--- src/rtl/imm_extend_pipe_if.sv ---
// Request/result bundle for the immediate-extension pipeline.
// The slave modport is the pipeline's view; the master modport is the driver's view.
interface imm_extend_pipe_if #(
  parameter int unsigned DATA_WIDTH = 64,
  parameter int unsigned TAG_WIDTH  = 4
);
  logic                  in_valid;
  logic                  in_ready;
  logic [31:0]           in_instr;
  logic [2:0]            in_mode;
  logic [TAG_WIDTH-1:0]  in_tag;
  logic                  out_valid;
  logic                  out_ready;
  logic [DATA_WIDTH-1:0] out_imm;
  logic [TAG_WIDTH-1:0]  out_tag;
  logic                  out_illegal;

  modport slave (
    input  in_valid, in_instr, in_mode, in_tag, out_ready,
    output in_ready, out_valid, out_imm, out_tag, out_illegal
  );

  modport master (
    output in_valid, in_instr, in_mode, in_tag, out_ready,
    input  in_ready, out_valid, out_imm, out_tag, out_illegal
  );
endinterface

--- src/rtl/imm_extend_pipe.sv ---
// Two-stage immediate extraction/extension unit: stage 1 captures the raw field,
// stage 2 extends, scales or halfword-shifts it to DATA_WIDTH.
module imm_extend_pipe #(
  parameter int unsigned DATA_WIDTH = 64,
  parameter int unsigned TAG_WIDTH  = 4,
  parameter int unsigned BR_SHIFT   = 1
) (
  input logic             clk,
  input logic             reset,
  input logic             flush,
  imm_extend_pipe_if.slave bus
);

  logic                  s1_valid_q;
  logic [25:0]           field_q;
  logic                  msb_q;
  logic [2:0]            mode_q;
  logic [1:0]            hw_q;
  logic [TAG_WIDTH-1:0]  tag1_q;

  logic                  s2_valid_q;
  logic [DATA_WIDTH-1:0] imm_q;
  logic [TAG_WIDTH-1:0]  tag2_q;
  logic                  illegal_q;

  logic                  s2_load;
  logic                  s1_adv;
  logic [25:0]           field_d;
  logic                  msb_d;
  logic [DATA_WIDTH-1:0] imm_d;
  logic                  illegal_d;

  assign s2_load      = !s2_valid_q || bus.out_ready;
  assign s1_adv       = !s1_valid_q || s2_load;
  assign bus.in_ready = s1_adv;

  // Field is right-aligned; the sign bit travels separately so stage 2 needs no instr bits.
  always_comb begin
    field_d = '0;
    msb_d   = 1'b0;
    case (bus.in_mode)
      3'd0: begin
        field_d = {17'b0, bus.in_instr[20:12]};
        msb_d   = bus.in_instr[20];
      end
      3'd1: field_d = {14'b0, bus.in_instr[21:10]};
      3'd2: begin
        field_d = {7'b0, bus.in_instr[23:5]};
        msb_d   = bus.in_instr[23];
      end
      3'd3: begin
        field_d = bus.in_instr[25:0];
        msb_d   = bus.in_instr[25];
      end
      3'd4:    field_d = {10'b0, bus.in_instr[20:5]};
      3'd5:    field_d = {20'b0, bus.in_instr[15:10]};
      default: field_d = '0;
    endcase
  end

  always_comb begin
    imm_d     = '0;
    illegal_d = 1'b0;
    case (mode_q)
      3'd0: imm_d = {{(DATA_WIDTH - 9){msb_q}}, field_q[8:0]};
      3'd1: imm_d = DATA_WIDTH'(field_q[11:0]);
      3'd2: begin
        imm_d = {{(DATA_WIDTH - 19){msb_q}}, field_q[18:0]};
        if (BR_SHIFT != 0) imm_d = {imm_d[DATA_WIDTH-3:0], 2'b00};
      end
      3'd3: begin
        imm_d = {{(DATA_WIDTH - 26){msb_q}}, field_q[25:0]};
        if (BR_SHIFT != 0) imm_d = {imm_d[DATA_WIDTH-3:0], 2'b00};
      end
      // Halfwords shifted past DATA_WIDTH fall off the top.
      3'd4:    imm_d = DATA_WIDTH'(field_q[15:0]) << {hw_q, 4'b0000};
      3'd5:    imm_d = DATA_WIDTH'(field_q[5:0]);
      default: illegal_d = 1'b1;
    endcase
  end

  always_ff @(posedge clk or negedge reset) begin
    if (!reset) begin
      s1_valid_q <= 1'b0;
      field_q    <= '0;
      msb_q      <= 1'b0;
      mode_q     <= '0;
      hw_q       <= '0;
      tag1_q     <= '0;
    end else begin
      if (flush) begin
        s1_valid_q <= 1'b0;
      end else if (s1_adv) begin
        s1_valid_q <= bus.in_valid;
      end
      if (s1_adv && bus.in_valid && !flush) begin
        field_q <= field_d;
        msb_q   <= msb_d;
        mode_q  <= bus.in_mode;
        hw_q    <= bus.in_instr[22:21];
        tag1_q  <= bus.in_tag;
      end
    end
  end

  always_ff @(posedge clk or negedge reset) begin
    if (!reset) begin
      s2_valid_q <= 1'b0;
      imm_q      <= '0;
      tag2_q     <= '0;
      illegal_q  <= 1'b0;
    end else begin
      if (flush) begin
        s2_valid_q <= 1'b0;
      end else if (s2_load) begin
        s2_valid_q <= s1_valid_q;
      end
      if (s2_load && s1_valid_q && !flush) begin
        imm_q     <= imm_d;
        tag2_q    <= tag1_q;
        illegal_q <= illegal_d;
      end
    end
  end

  assign bus.out_valid   = s2_valid_q;
  assign bus.out_imm     = imm_q;
  assign bus.out_tag     = tag2_q;
  assign bus.out_illegal = illegal_q;

endmodule

--- src/flat_wrapper.sv ---
// flat-port wrapper written by rule: the top's interface ports become plain ports
module imm_extend_pipe_flat 
#(
  parameter int unsigned DATA_WIDTH = 64,
  parameter int unsigned TAG_WIDTH  = 4,
  parameter int unsigned BR_SHIFT   = 1
)
  (clk, reset, flush, bus_in_valid, bus_in_instr, bus_in_mode, bus_in_tag, bus_out_ready, bus_in_ready, bus_out_valid, bus_out_imm, bus_out_tag, bus_out_illegal);
  imm_extend_pipe_if #(.DATA_WIDTH(DATA_WIDTH), .TAG_WIDTH(TAG_WIDTH)) bus_i ();
  input logic clk;
  input logic reset;
  input logic flush;
  input wire logic [$bits(bus_i.in_valid)-1:0] bus_in_valid;
  input wire logic [$bits(bus_i.in_instr)-1:0] bus_in_instr;
  input wire logic [$bits(bus_i.in_mode)-1:0] bus_in_mode;
  input wire logic [$bits(bus_i.in_tag)-1:0] bus_in_tag;
  input wire logic [$bits(bus_i.out_ready)-1:0] bus_out_ready;
  output wire logic [$bits(bus_i.in_ready)-1:0] bus_in_ready;
  output wire logic [$bits(bus_i.out_valid)-1:0] bus_out_valid;
  output wire logic [$bits(bus_i.out_imm)-1:0] bus_out_imm;
  output wire logic [$bits(bus_i.out_tag)-1:0] bus_out_tag;
  output wire logic [$bits(bus_i.out_illegal)-1:0] bus_out_illegal;
  assign bus_i.in_valid = bus_in_valid;
  assign bus_i.in_instr = bus_in_instr;
  assign bus_i.in_mode = bus_in_mode;
  assign bus_i.in_tag = bus_in_tag;
  assign bus_i.out_ready = bus_out_ready;
  assign bus_in_ready = bus_i.in_ready;
  assign bus_out_valid = bus_i.out_valid;
  assign bus_out_imm = bus_i.out_imm;
  assign bus_out_tag = bus_i.out_tag;
  assign bus_out_illegal = bus_i.out_illegal;
  imm_extend_pipe #(.DATA_WIDTH(DATA_WIDTH), .TAG_WIDTH(TAG_WIDTH), .BR_SHIFT(BR_SHIFT)) u_core (.clk(clk), .reset(reset), .flush(flush), .bus(bus_i));
endmodule
--- config.mk ---
export PLATFORM = sky130hd
export DESIGN_NAME = imm_extend_pipe_flat
export DESIGN_NICKNAME = d
export VERILOG_FILES = /design/src/rtl/imm_extend_pipe_if.sv /design/src/rtl/imm_extend_pipe.sv /design/src/flat_wrapper.sv
export SDC_FILE = /design/constraint.sdc
export NUM_CORES = 1
export LEC_CHECK = 0
export CORE_MARGIN = 5
export CORE_UTILIZATION = 45
export DETAILED_ROUTE_END_ITERATION = 7
export PLACE_DENSITY = 0.76
export SKIP_LAST_GASP = 1
export SYNTH_ARGS = -nofsm -noshare
export SYNTH_HDL_FRONTEND = slang
export SYNTH_SLANG_ARGS = --single-unit
--- constraint.sdc ---
create_clock -name clk -period 1.8 [get_ports clk]
set_input_delay 0.36 -clock clk [delete_from_list [all_inputs] [get_ports clk]]
set_output_delay 0.36 -clock clk [all_outputs]
set_load 0.03 [all_outputs]
==> results.json, run 1 <==
{
  "wl_met3_um": 1036,
  "cts_buffer_depth": 2,
  "cap_violations": 0,
  "regToRegSetupSlack_ns": 0.11,
  "routabilityCongestion": 0.8734,
  "worst_skew_pair.late_latency_ns": 0.38,
  "critPathArrivalTime_ns": 1.39,
  "min_from": "u_core.tag1_q[1]",
  "initial_core_util_pct": 46.18,
  "diodes": 0,
  "routed.top_layer": "met4",
  "rr_worst_depth": 6,
  "period_needed_ns": 1.751,
  "placementRows": 38,
  "drv_slew": 0,
  "clk_pin_slew_ns": 0.10,
  "postLayoutCoreUtil_pct": 63.55,
  "post-route-drc-count": 0,
  "r2r_end": "u_core.bus.out_imm[8]",
  "worstPathCellList": "clkdlybuf4s50_1",
  "nFillCells": 888,
  "synth_fp_nets": 535,
  "leakage_nw": 3.774,
  "drt_iter0_markers": 357,
  "final_nets": 667,
  "via_count": 4436,
  "place_inst": 751,
  "post-dp-hpwl_um": 10480,
  "clock_skew_ns": 0.01369,
  "cts_tree": "done",
  "cp.required_ns": 1.44,
  "syn_to_final_growth_pct": 37.60,
  "worstHoldPathType": "flip-flop to flip-flop",
  "ant_nets": 0,
  "power.internal_mw": 4.374,
  "coreArea_mm2": 0.01089,
  "switchingPower_mw": 2.230,
  "synth_async_sr_flop_share_pct": 100.0,
  "cts.sinks": 107,
  "finalHoldViolations": 0,
  "finalNonFillerCells": 768,
  "numCtsBuffers": 9,
  "cts_root_buffer": "clkbuf_8",
  "critPathSlowestCell": "clkdlybuf4s50_1",
  "grt_pass1_vias": 4446,
  "hold_path_end": "u_core.bus.out_tag[1]",
  "finalSetupViolations": 0,
  "avgSynthCellArea_um2": 10.24,
  "overflow": 0,
  "wl_met2_um": 6481,
  "period_share_pct": 97.28,
  "cp_max_fo": 2,
  "synth_edf_count": 0,
  "worst_pin_slew_ns": 0.5098,
  "drive_gt1_share_pct": 14.17,
  "swShare_pct": 33.76,
  "pin_count": 115,
  "die_height_um": 115.7,
  "grt_max_degree": 43,
  "powerDensity_mw_per_mm2": 954.4,
  "io_buffers": 108,
  "p_comb_share_pct": 28.8,
  "cpPeakStageDelay_ns": 0.67,
  "synthDistinctLibCells": 42,
  "slew_headroom_pct": 66.02,
  "die-area_mm2": 0.01339,
  "wl_per_cell_um": 18.10,
  "synth_ff_type": "dfrtp_1",
  "postSynthCellCount": 491,
  "ir_drop_mv": 0.4764,
  "rsz0062_at_grt": "no",
  "reg2reg_from": "u_core.mode_q[2]",
  "end_kind": "primary output",
  "wl_met1_um": 6029,
  "startpoint_type": "flip-flop",
  "p_clk_share_pct": 25.2,
  "drt_pass1_iterations": 4,
  "antenna_found_initial": 0,
  "synth_seq_cells": 107,
  "max_freq_mhz": 571.1,
  "drt_wl_total_um": 13900,
  "power_frac_seq_pct": 46.1,
  "seq_area_frac_synth_pct": 53.25,
  "grt_usage_pct": 21.30,
  "p_total_mw": 6.604,
  "die_w_um": 115.7,
  "ys.warnings.count": 0,
  "synth_area_mm2": 0.005029,
  "crit_buf_inv": 1,
  "h-tree-depth": 3,
  "viasPerCell": 5.776,
  "outcome": "finished, final reports clean",
  "grt_pass1_wl_um": 22490,
  "cpLargestDelayFamily": "buffers and inverters",
  "min_delay_path_depth": 2,
  "path_class": "flip-flop to primary output"
}
[power by group through the flow]
stage                     Clock, mW  Sequential [mW]  Combinational, mW
after floorplan                   0             3.48              0.630
after global placement            0             3.08               1.95
after detailed placement          0             3.10               2.00
after CTS                      1.69             3.04               1.92
after global routing           1.79             3.09               2.03
final                          1.66             3.04               1.90
[routing by layer]
| metal | vias up | global-route usage [%] |
|---|---|---|
| met5 | - | 0 |
| met3 | 26 | 4.125 |
| met4 | 0 | 8.430 |
| li1 | 2077 | - |
| met2 | 154 | 33.56 |
| met1 | 2179 | 29.28 |
[Yosys cell counts, types with 3 or more instances]
cell type / count / area, µm²
o31ai_1: 4 / 30.03
inv_1: 8 / 30.03
clkbuf_1: 26 / 97.59
nor3_1: 5 / 25.02
nand2b_1: 4 / 25.02
nor2_1: 25 / 93.84
a2111oi_0: 3 / 26.28
a221o_1: 41 / 410.4
a2bb2oi_1: 7 / 61.31
mux2_2: 3 / 33.78
nor2b_1: 5 / 31.28
a21oi_1: 35 / 175.2
a22oi_1: 6 / 45.04
a221oi_1: 5 / 43.79
o21ai_0: 30 / 150.1
nor3b_1: 3 / 22.52
mux2i_1: 23 / 230.2
buf_2: 10 / 50.05
a211oi_1: 15 / 112.6
nand3_1: 8 / 40.04
dfrtp_1: 107 / 2678
nand2_1: 85 / 319.1
o22a_1: 6 / 52.55
[metrics by stage]
| stage | area, µm² | hold WS, ns | TNS [ns] | setup slack [ns] |
|---|---|---|---|---|
| after CTS | 6813 | 0.4815 | 0 | 0.0004409 |
| after global routing | 6919 | 0.4951 | 0 | 0.0001825 |
| after global placement | 6613 | 0.3503 | -16.44 | -0.3464 |
| final | 6919 | 0.4740 | 0 | 0.04900 |
| after detailed placement | 6613 | 0.3618 | -18.50 | -0.3671 |
| after floorplan | 5051 | 0.06441 | -0.3092 | -0.03092 |
[sequential cells by signal, summed over array words and instances, names as in the netlist]
name and cells:
u_core.bus.out_imm 64, u_core.field_q 26, u_core.bus.out_tag 4, u_core.tag1_q 4
u_core.mode_q 3, u_core.hw_q 2, u_core.bus.out_illegal 1, u_core.bus.out_valid 1
u_core.msb_q 1, u_core.s1_valid_q 1
[cells in the final DEF (no fill, tap or decap), drive strengths merged, types with 3 or more instances in the layout]
cell	instances
dfrtp	107
nand2	85
buf	55
a221o	41
clkdlybuf4s50	38
a21oi	35
dlymetal6s2s	35
dlygate4sd2	33
o21ai	30
nor2	25
mux2i	23
a211oi	15
inv	11
clkbuf	10
nand3	8
nor3	8
a2bb2oi	7
a22oi	6
o22a	6
a221oi	5
nor2b	5
nand2b	5
o31ai	4
a2111oi	4
mux2	3
nor3b	3
[cell type report]
class / count / area, µm² / area share, %
Timing Repair Buffer: 162 / 1630 / 23.56
Tap cell: 140 / 175.2 / 2.532
Sequential cell: 107 / 2679 / 38.72
Clock inverter: 6 / 93.84 / 1.356
Clock buffer: 10 / 137.6 / 1.989
Multi-Input combinational cell: 335 / 2173 / 31.41
Inverter: 8 / 30.03 / 0.4340
[worst max-delay path by stage]
stage / end / slack (ns) / from / cells past startpoint
global route: bus_out_illegal / 0.0002 / u_core.bus.out_illegal / 1
finish: bus_out_illegal / 0.05 / u_core.bus.out_illegal / 1
detailed placement: u_core.bus.out_imm[10] / -0.37 / flush / 6
CTS: bus_out_imm[0] / 0.0004 / u_core.bus.out_imm[0] / 1
floorplan: u_core.bus.out_imm[38] / -0.03 / u_core.bus.out_valid / 6
global placement: u_core.bus.out_imm[10] / -0.35 / flush / 6
[cell families after synthesis]
| logic type | count (synthesis) | share of synthesized area [%] |
|---|---|---|
| compound gates | 160 | 23.46 |
| buf+inv | 49 | 4.280 |
| flops | 107 | 53.25 |
| mux | 26 | 5.250 |
| simple gates | 149 | 13.76 |
[timing repair]
action | in CTS | in global routing
setup buffers | 0 | 0
hold buffers | 1 | 0
endpoints found under the setup margin | 33 | 47
resized for setup | 33 | 42
hold endpoints to repair | 36 | 0
(Power assumes the default switching activity.)
==> inputs of run 2 (changes only) <==
CORE_UTILIZATION = 50   (was 45)
PLACE_DENSITY = 0.8   (was 0.76)
clock period = 2.2 ns   (was 1.8 ns; I/O delays follow)
==> results.json, run 2 (synthesized netlist as in run 1, its figures left out) <==
{
  "post-dp-hpwl_um": 10270,
  "startpoint_type": "primary input",
  "drt_iter0_markers": 373,
  "period_needed_ns": 2.058,
  "seq_area_mm2": 0.002678,
  "overflow": 0,
  "initial_core_util_pct": 51.45,
  "crit_buf_inv": 1,
  "end_kind": "flip-flop",
  "worst_pin_slew_ns": 0.6474,
  "grt_pass1_wl_um": 22490,
  "slew_headroom_pct": 56.70,
  "cts.sinks": 107,
  "die_height_um": 110.3,
  "diodes": 0,
  "clk_pin_slew_ns": 0.09,
  "rsz0062_at_grt": "no",
  "io_buffers": 108,
  "ant_nets": 0,
  "max_freq_mhz": 486.0,
  "routed.top_layer": "met4",
  "cts_setup_buffers": 0,
  "die-area_mm2": 0.01216,
  "wl_met1_um": 6115,
  "finalHoldViolations": 0,
  "layout_common_cells": "dfrtp_1 (107), clkdlybuf4s50_1 (106), nand2_1 (85)",
  "placementRows": 36,
  "routabilityCongestion": 0.8898,
  "wl_per_cell_um": 18.86,
  "grt_usage_pct": 24.03,
  "ir_drop_mv": 0.3591,
  "outcome": "finished, final reports clean",
  "wl_met2_um": 6448,
  "worst_skew_pair.late_latency_ns": 0.36,
  "path_class": "primary input to flip-flop",
  "critPathArrivalTime_ns": 2.35,
  "drt_wl_total_um": 13960,
  "wl_met3_um": 1150,
  "numCtsBuffers": 9,
  "drive_gt1_share_pct": 10.21,
  "cts_hold_buf": 0,
  "syn_to_final_growth_pct": 32.40,
  "viasPerCell": 5.955,
  "period_share_pct": 93.53,
  "cp.required_ns": 2.49,
  "h-tree-depth": 3,
  "finalSetupViolations": 0,
  "grt_max_degree": 45,
  "setup_ws_ns": 0.1422,
  "die_w_um": 110.3,
  "worstHoldPathType": "primary input to asynchronous set/reset pin",
  "post-route-drc-count": 0,
  "place_inst": 725,
  "nFillCells": 769,
  "leakage_nw": 2.951,
  "grt_pass1_vias": 4259,
  "final_common_cell": "dfrtp_1",
  "critPathSlowestCell": "nor3_4",
  "multi_input_area_mm2": 0.002147,
  "pin_count": 115,
  "powerDensity_mw_per_mm2": 821.7,
  "drt_pass1_iterations": 5,
  "postLayoutCoreUtil_pct": 68.11,
  "cpPeakStageDelay_ns": 0.56,
  "largest_reg_flops": 64,
  "clock_skew_ns": 0.01204,
  "finalNonFillerCells": 740,
  "cp_max_fo": 16,
  "cts_resized": 0,
  "cap_violations": 0,
  "worstPathCellList": "clkdlybuf4s50_1 -> nor2b_1 -> or3b_1 -> nor3_4 -> a221o_1",
  "antenna_found_initial": 0,
  "pre_cts_slack_ns": -0.2122,
  "fin_tns_setup_ns": 0,
  "coreArea_mm2": 0.009774,
  "drv_slew": 0,
  "cpLargestDelayFamily": "simple AND/OR/NAND/NOR gates",
  "final_nets": 647,
  "via_count": 4407,
  "cts_tree": "done",
  "cts_buffer_depth": 2,
  "cts_root_buffer": "clkbuf_8"
}
## run 2: worst paths after layout
path	from	end	slack (ns)	cells past startpoint
max	bus_out_ready	u_core.bus.out_imm[51]	0.14	5
min	reset	u_core.bus.out_imm[49]	0.08	1
max reg2reg	u_core.bus.out_valid	u_core.bus.out_imm[51]	0.20	4
min reg2reg	u_core.tag1_q[1]	u_core.bus.out_tag[1]	0.48	2
max in group asynchronous	reset	u_core.bus.out_imm[41]	1.46	2
min in group clk	u_core.tag1_q[1]	u_core.bus.out_tag[1]	0.48	2
## run 2: worst reg2reg max path, stage by stage, from the launching register on
cell	delay (ns)
dfrtp_1	0.40
nor2b_1	0.17
or3b_1	0.54
nor3_4	0.56
a221o_1	0.25
## run 2: routing by layer
| layer | track usage (%) | up-vias |
|---|---|---|
| li1 | - | 2030 |
| met5 | 0 | - |
| met4 | 7.916 | 0 |
| met3 | 5.358 | 19 |
| met1 | 34.20 | 2158 |
| met2 | 36.70 | 200 |
## run 2: power breakdown
part / leakage [nW] / internal (mW) / switching [mW] / total, mW
registers: 1.40 / 2.24 / 0.264 / 2.50
logic: 1.44 / 0.711 / 0.886 / 1.60
clock network: 0.112 / 0.748 / 0.624 / 1.37
## run 2: layout make-up
cell class	instances	share of cell area [%]
Sequential cell	107	40.22
Clock inverter	5	1.541
Inverter	8	0.4510
Clock buffer	10	1.917
Timing Repair Buffer	142	21.12
Tap cell	133	2.500
Multi-Input combinational cell	335	32.25
## run 2: stage by stage
stage / power, mW / area (µm²) / hold slack (ns)
after global placement: 4.087 / 6427 / 0.4501
after global routing: 5.725 / 6658 / 0.1028
after detailed placement: 4.137 / 6427 / 0.4557
after floorplan: 3.362 / 5029 / 0.1444
after CTS: 5.498 / 6658 / 0.08186
final: 5.471 / 6658 / 0.08352
